[src/rtl/dmem_lsu.sv]
// dmem_lsu: load/store unit between a core request/response port and a 32-bit word-addressed DRAM.
// Sub-word stores use byte enables; loads pick the addressed lane and sign- or zero-extend it.
module dmem_lsu #(
    parameter int          ADDR_WIDTH = 10,
    parameter logic [31:0] BASE_ADDR  = 32'h0000_0000
) (
    input  logic                  clk,
    input  logic                  rst,
    input  logic                  req_valid,
    output logic                  req_ready,
    input  logic                  req_we,
    input  logic [31:0]           req_addr,
    input  logic [1:0]            req_size,
    input  logic                  req_unsigned,
    input  logic [31:0]           req_wdata,
    output logic                  resp_valid,
    input  logic                  resp_ready,
    output logic [31:0]           resp_rdata,
    output logic                  resp_err,
    output logic [ADDR_WIDTH-1:0] dram_addr,
    output logic [31:0]           dram_wr_data,
    output logic [3:0]            dram_wr_byte_en,
    output logic                  dram_wr_en,
    input  logic [31:0]           dram_rd_data
);
    typedef enum logic [1:0] {IDLE, ACCESS, CAPTURE, RESP} state_t;

    state_t                state, state_nxt;
    logic [31:0]           off, lane, ld_data;
    logic                  accept, in_range, misaligned, err;
    logic [ADDR_WIDTH+1:0] r_off;
    logic                  r_we, r_unsigned;
    logic [1:0]            r_size;
    logic [31:0]           r_wdata;
    logic [3:0]            be;

    // Subtraction wraps for addresses below BASE_ADDR, so the unsigned range test rejects them too.
    assign off        = req_addr - BASE_ADDR;
    assign in_range   = (off >> (ADDR_WIDTH + 2)) == 32'd0;
    assign misaligned = (req_size == 2'd1 && off[0]) || (req_size == 2'd2 && off[1:0] != 2'b00);
    assign err        = req_size == 2'd3 || misaligned || !in_range;
    assign accept     = req_valid && req_ready;

    assign req_ready       = state == IDLE;
    assign resp_valid      = state == RESP;
    assign dram_addr       = r_off[ADDR_WIDTH+1:2];
    assign dram_wr_en      = state == ACCESS && r_we;
    assign be              = r_size == 2'd0 ? 4'b0001 << r_off[1:0] :
                             r_size == 2'd1 ? 4'b0011 << r_off[1:0] : 4'b1111;
    assign dram_wr_byte_en = dram_wr_en ? be : 4'b0000;
    assign dram_wr_data    = r_size == 2'd0 ? {4{r_wdata[7:0]}} :
                             r_size == 2'd1 ? {2{r_wdata[15:0]}} : r_wdata;

    // Words are always aligned, so the shifted lane is the whole word in that case.
    assign lane    = dram_rd_data >> {r_off[1:0], 3'b000};
    assign ld_data = r_size == 2'd0 ? {{24{~r_unsigned & lane[7]}}, lane[7:0]} :
                     r_size == 2'd1 ? {{16{~r_unsigned & lane[15]}}, lane[15:0]} : lane;

    always_comb begin
        state_nxt = state;
        case (state)
            IDLE:    state_nxt = accept ? (err ? RESP : ACCESS) : IDLE;
            ACCESS:  state_nxt = r_we ? RESP : CAPTURE;
            CAPTURE: state_nxt = RESP;
            RESP:    state_nxt = resp_ready ? IDLE : RESP;
            default: state_nxt = IDLE;
        endcase
    end

    always_ff @(posedge clk or posedge rst) begin
        if (rst) begin
            state      <= IDLE;
            r_off      <= '0;
            r_we       <= 1'b0;
            r_size     <= 2'd0;
            r_unsigned <= 1'b0;
            r_wdata    <= '0;
            resp_rdata <= '0;
            resp_err   <= 1'b0;
        end else begin
            state <= state_nxt;
            if (accept) begin
                r_off      <= off[ADDR_WIDTH+1:0];
                r_we       <= req_we;
                r_size     <= req_size;
                r_unsigned <= req_unsigned;
                r_wdata    <= req_wdata;
                resp_rdata <= '0;
                resp_err   <= err;
            end
            if (state == CAPTURE)
                resp_rdata <= ld_data;
        end
    end
endmodule
[config.mk]
export PLATFORM = sky130hd
export DESIGN_NAME = dmem_lsu
export DESIGN_NICKNAME = d
export VERILOG_FILES = /design/src/rtl/dmem_lsu.sv
export SDC_FILE = /design/constraint.sdc
export NUM_CORES = 1
export LEC_CHECK = 0
export ABC_AREA = 1
export CORE_MARGIN = 10
export CORE_UTILIZATION = 40
export DETAILED_ROUTE_END_ITERATION = 7
export PLACE_DENSITY_LB_ADDON = 0.25
export SYNTH_ARGS = -nofsm -noshare
export SYNTH_HDL_FRONTEND = slang
export SYNTH_SLANG_ARGS = --single-unit
[constraint.sdc]
create_clock -name clk -period 6.1 [get_ports clk]
set_input_delay 0.915 -clock clk [delete_from_list [all_inputs] [get_ports clk]]
set_output_delay 0.915 -clock clk [all_outputs]
set_load 0.05 [all_outputs]
=== Word-level counts from Yosys, hierarchy flattened ===
Cells that the tools add are included.

* Bits in latches: 0
* Logic and storage cells: 48
* Bits in writable memories: 0
* Memories kept: 0
* Output and inout bits: 82
* Register bits: 83
* Memory bits (read-only): 0
* Bits of input ports: 104

* Bitwise operators: 3
* Reduce and logical (&&, ||, !) cells: 13
* $mul: 0
* Add/sub/neg operators: 0
* Divide/modulo/power cells: 0
* Eq/ne operators: 7
* Shifts and indexed selects: 3
* Multiplexer cells: 14
* Order comparisons: 0

{| class="wikitable"
|+ Operators by type and width
! kind !! number
|-
| 32-bit 2-to-1 mux || 6
|-
| 32-bit zero test || 1
|-
| 32-bit by 5-bit >> shifter with 32-bit output || 1
|-
| 4-bit 2-to-1 mux || 3
|-
| 2-bit equality test, second input constant || 4
|-
| 2-bit case mux with 4 select lines || 1
|-
| 2-bit by 1-bit equality test with 1-bit output, second input constant || 3
|-
| 2-bit 2-to-1 mux || 3
|-
| 1-bit logical AND || 4
|-
| 2-bit zero test || 2
|-
| 2-bit nonzero test || 2
|-
| 1-bit by 2-bit left shift with 4-bit output, first input constant || 1
|-
| 2-bit by 2-bit left shift with 4-bit output, first input constant || 1
|-
| 1-bit logical OR || 3
|-
| 1-bit bitwise AND || 2
|-
| 1-bit zero test || 1
|-
| 1-bit 2-to-1 mux || 1
|-
| 1-bit inverter || 1
|}

=== Logic depth before layout (Yosys ltp) ===
* Word-level depth: 8
* Depth in mapped cells: 10

=== Least setup slack after synthesis ===
OpenSTA, ideal clock, no wires.

* Kind: register to output
* Start: reg r_off[1]
* End: out dram_wr_byte_en[1]
* Data arrival time: 1.956 ns
* Stages on the path, launching flop included: 8
* Required time: 5.185 ns
* Setup slack: 3.229 ns
* Buffers on the path: 3
* Path through: dfrtp_1 inv_2 buf_6 buf_6 buf_2 ha_1 o21ai_1 a21oi_1

* Word-level cells in the longest chain between the ends: 4

{| class="wikitable"
|+ Ends and longest elaborated chain
! item !! line !! source
|-
| start, declared || 31 || <nowiki>logic [ADDR_WIDTH+1:0] r_off;</nowiki>
|-
| start signal, assigned || 83 || <nowiki>r_off <= off[ADDR_WIDTH+1:0];</nowiki>
|-
| 2-bit by 2-bit left shift with 4-bit output || 49 || <nowiki>r_size == 2'd1 ? 4'b0011 << r_off[1:0] : 4'b1111;</nowiki>
|-
| 4-bit 2-to-1 mux || 49 ||
|-
| 4-bit 2-to-1 mux (*) || 48 || <nowiki>assign be = r_size == 2'd0 ? 4'b0001 << r_off[1:0] :</nowiki>
|-
| 4-bit 2-to-1 mux (*) || 50 || <nowiki>assign dram_wr_byte_en = dram_wr_en ? be : 4'b0000;</nowiki>
|-
| end, declared || 22 || <nowiki>output logic [3:0] dram_wr_byte_en,</nowiki>
|}

Mark *: on every way between the ends. The rest lies on a longest branch, timed or not.

=== Final worst setup path ===
* Start: reg r_off[0]
* End: out dram_wr_byte_en[2]

The elaborated chain is that of the path after synthesis.

==> impl_results.md <==
- Number of enable-type register cells in the synthesized netlist: 0
- Max-slew violation count: 0
- Max IR drop VDD: 0.429 mV
- Delay of the slowest cell on the worst path: 1.00 ns
- Ratio of final minimum period to clock period: 66.2%
- Worst endpoint required time: 5.18 ns
- Timing-limited maximum frequency: 247 MHz
- Sum of negative setup slack: 0 ns
- Setup ws final: 2.06 ns
- Top cells by count, synth: nand2_1, dfrtp_1, o21ai_1
- Post-route ant nets: 0
- Fin. Hold Viols: 0
- Clock sink count: 83
- Count of input and output buffers: 185
- Leading cell types by total area after synthesis: dfrtp_1, nand2_1, o21ai_1, buf_4, inv_1
- Hold Crit Class: reg2reg
- Total clock buffers created by CTS: 9
- Fraction of synthesis flops using an asynchronous set or reset pin: 100%
- Number of diodes added for antenna fixing: 0
- Die outline height: 128 um
- Syn Nets: 755
- First DRT Iteration DRCs: 354
- Count leader, synth: nand2_1
- Core Box Area: 0.0114 mm^2
- Root Driver: clkbuf_16
- Layout cells sized above 1: 4.64%
- Wire length per cell after detailed routing: 16.2 um
- Die width: 128 um
- Worst-case setup slack after placement: 2.46 ns
- Flop and latch count out of synthesis: 83
- Period minus WS final: 4.04 ns
- CTS Buffer Depth: 2
- Start of the worst register-to-register path: state[0]
- Maximum level of the CTS H-tree: 3
- Routability Congestion: 0.872
- Syn Area/Cell: 7.20 um^2
- Number of vias per cell after detailed routing: 4.94
- Pin count of the biggest net entering global routing: 84
- Post-CTS sizing: 0
- Main flop type after synthesis: dfrtp_1
- CTS tree: done
- Count of final setup violators: 0
- Post-Route Hold Slack: 0.480 ns
- Critical path peak fanout: 38
- Power density cells: 648 mW/mm^2
- Total wirelength of the detailed-routed design: 15.2 mm
- Drt drc: 0
- Post-CTS Hold Buffers: 0
- Origin of the worst setup path: r_off[0]
- Type of the worst setup path: reg2out
- RSZ-0062 raised after global routing: no
- Data arrival time of the critical path: 3.13 ns
- Number of optimization iterations in the first detailed-route pass: 5
- Startpoint type of the worst setup path: flip-flop
- Crit path capture type: primary output
- Slew Limit Headroom: 28.5%
- Layout-stage area growth over the synthesis result: 42.3%
- Outcome: finished, final reports clean
- Max_cap viols: 0
- Post-CTS Setup Inserts: 0
- Site Rows: 39
- Global routing usage summed across all routing layers: 18.9%
- Core occupancy in the finished layout: 58.0%
- Via count of the first global-routing pass: 4,758
- Global-route wire length before repair: 25.0 mm
- Critical hold path startpoint: resp_rdata[30]
- Instance count of the mapped netlist: 647
- Slew of the pin with the lowest slew margin: 1.07 ns
- Number of warnings reported in the yosys synthesis log: 0
- Sequence of cells on the critical path: inv_4, ha_1, o22ai_1, nor2_1, clkdlybuf4s50_1
- Critical Path Slowest Stage Cell: dfrtp_1
- Area of the mapped netlist: 0.00466 mm^2
- Cell area after placement: 0.00636 mm^2
- Area share of the largest cell type after synthesis: 44.6%
- Remaining Overflow, GRT: 0
- Post-CTS clock slew at the launch and capture registers of the worst setup and hold paths: 0.06 ns
- Sequential element share of the synthesized area: 44.6%
- Hpwl dp: 11.4 mm
- Total number of vias: 4,642
- Top Ports: 186
- Number of antenna violations at the first check in global routing: 0
- Count of different cell masters after synthesis: 27
- Setup Skew: 0.00745 ns
- P_leak: 0.00314 uW
- Initial core utilization: 40.8%
- Area of the die: 0.0164 mm^2
- Number of nets in the layout: 900
- Post-route standard cell area excluding fillers: 0.00662 mm^2
- Clk Latency, worst-skew pair: 0.34 ns
- Largest area contributor in the synthesized netlist: dfrtp_1
-- cell usage in the layout, fill, tap and decap left out, types with 8 or more instances in the layout --
| master | instances |
|---|---|
| nand3_1 | 27 |
| o211ai_1 | 13 |
| inv_1 | 37 |
| inv_2 | 8 |
| o21ai_0 | 22 |
| nand2_1 | 298 |
| a21oi_1 | 21 |
| o21ai_1 | 40 |
| nor2_1 | 20 |
| clkbuf_16 | 9 |
| clkdlybuf4s50_1 | 185 |
| dfrtp_1 | 83 |
-- through the flow --
stage | power, uW | std cells
floorplan | 3060 | 647
global placement | 3800 | 924
detailed placement | 3830 | 924
CTS | 4340 | 940
global route | 4600 | 940
finish | 4290 | 940
-- critical path, delay by kind of cell, from the launching register on --
family	cells	cell delay, ns
flops	1	1.00
buf+inv	2	1.19
simple gates	1	0.10
fa+ha+maj	1	0.40
compound gates	1	0.07
-- report_power, final --
| group | switching, uW | internal (uW) |
|---|---|---|
| logic | 1930 | 874 |
| clock network | 216 | 274 |
| registers | 192 | 806 |
-- path summary, 6_finish.rpt --
| kind | cells after the start | slack [ns] | endpoint |
|---|---|---|---|
| setup / recovery | 5 | 2.06 | dram_wr_byte_en[2] |
| hold / removal | 2 | 0.48 | resp_rdata[30] |
| setup reg to reg | 6 | 3.34 | r_off[9] |
| hold reg to reg | 2 | 0.48 | resp_rdata[30] |
| max in group asynchronous | 3 | 4.18 | resp_rdata[12] |
| min in group asynchronous | 3 | 1.23 | r_off[9] |
-- state kept, by name (all words and copies together) (netlist names) --
name and flops:
r_unsigned 1, r_we 1, r_wdata 32, resp_err 1, r_off 12, r_size 2, state 2, resp_rdata 32
-- cells by family (layout without fill, tap and decap cells) --
logic type,count (synthesis),count (layout),share of synthesized area (%)
AOI/OAI and AO/OA,104,104,12.3
adders and majority gates,4,4,1.08
buffers and inverters,101,251,11.3
DFF,83,83,44.6
and+or+nand+nor,355,355,30.7
-- metal layers --
metal  GRT usage, %  routed length, um
met1           22.6               6270
met2           30.2               7140
met3           7.82               1560
met4           6.03                235
met5              0                  0
-- cell type report --
class | count | area [um^2]
Sequential cell | 83 | 2080
Timing Repair Buffer | 188 | 1870
Multi-Input combinational cell | 463 | 2050
Fill cell | 1107 | 4790
Clock buffer | 11 | 233
Tap cell | 143 | 179
Inverter | 47 | 180
Clock inverter | 5 | 30.0
Power figures use the tool's default switching activity.
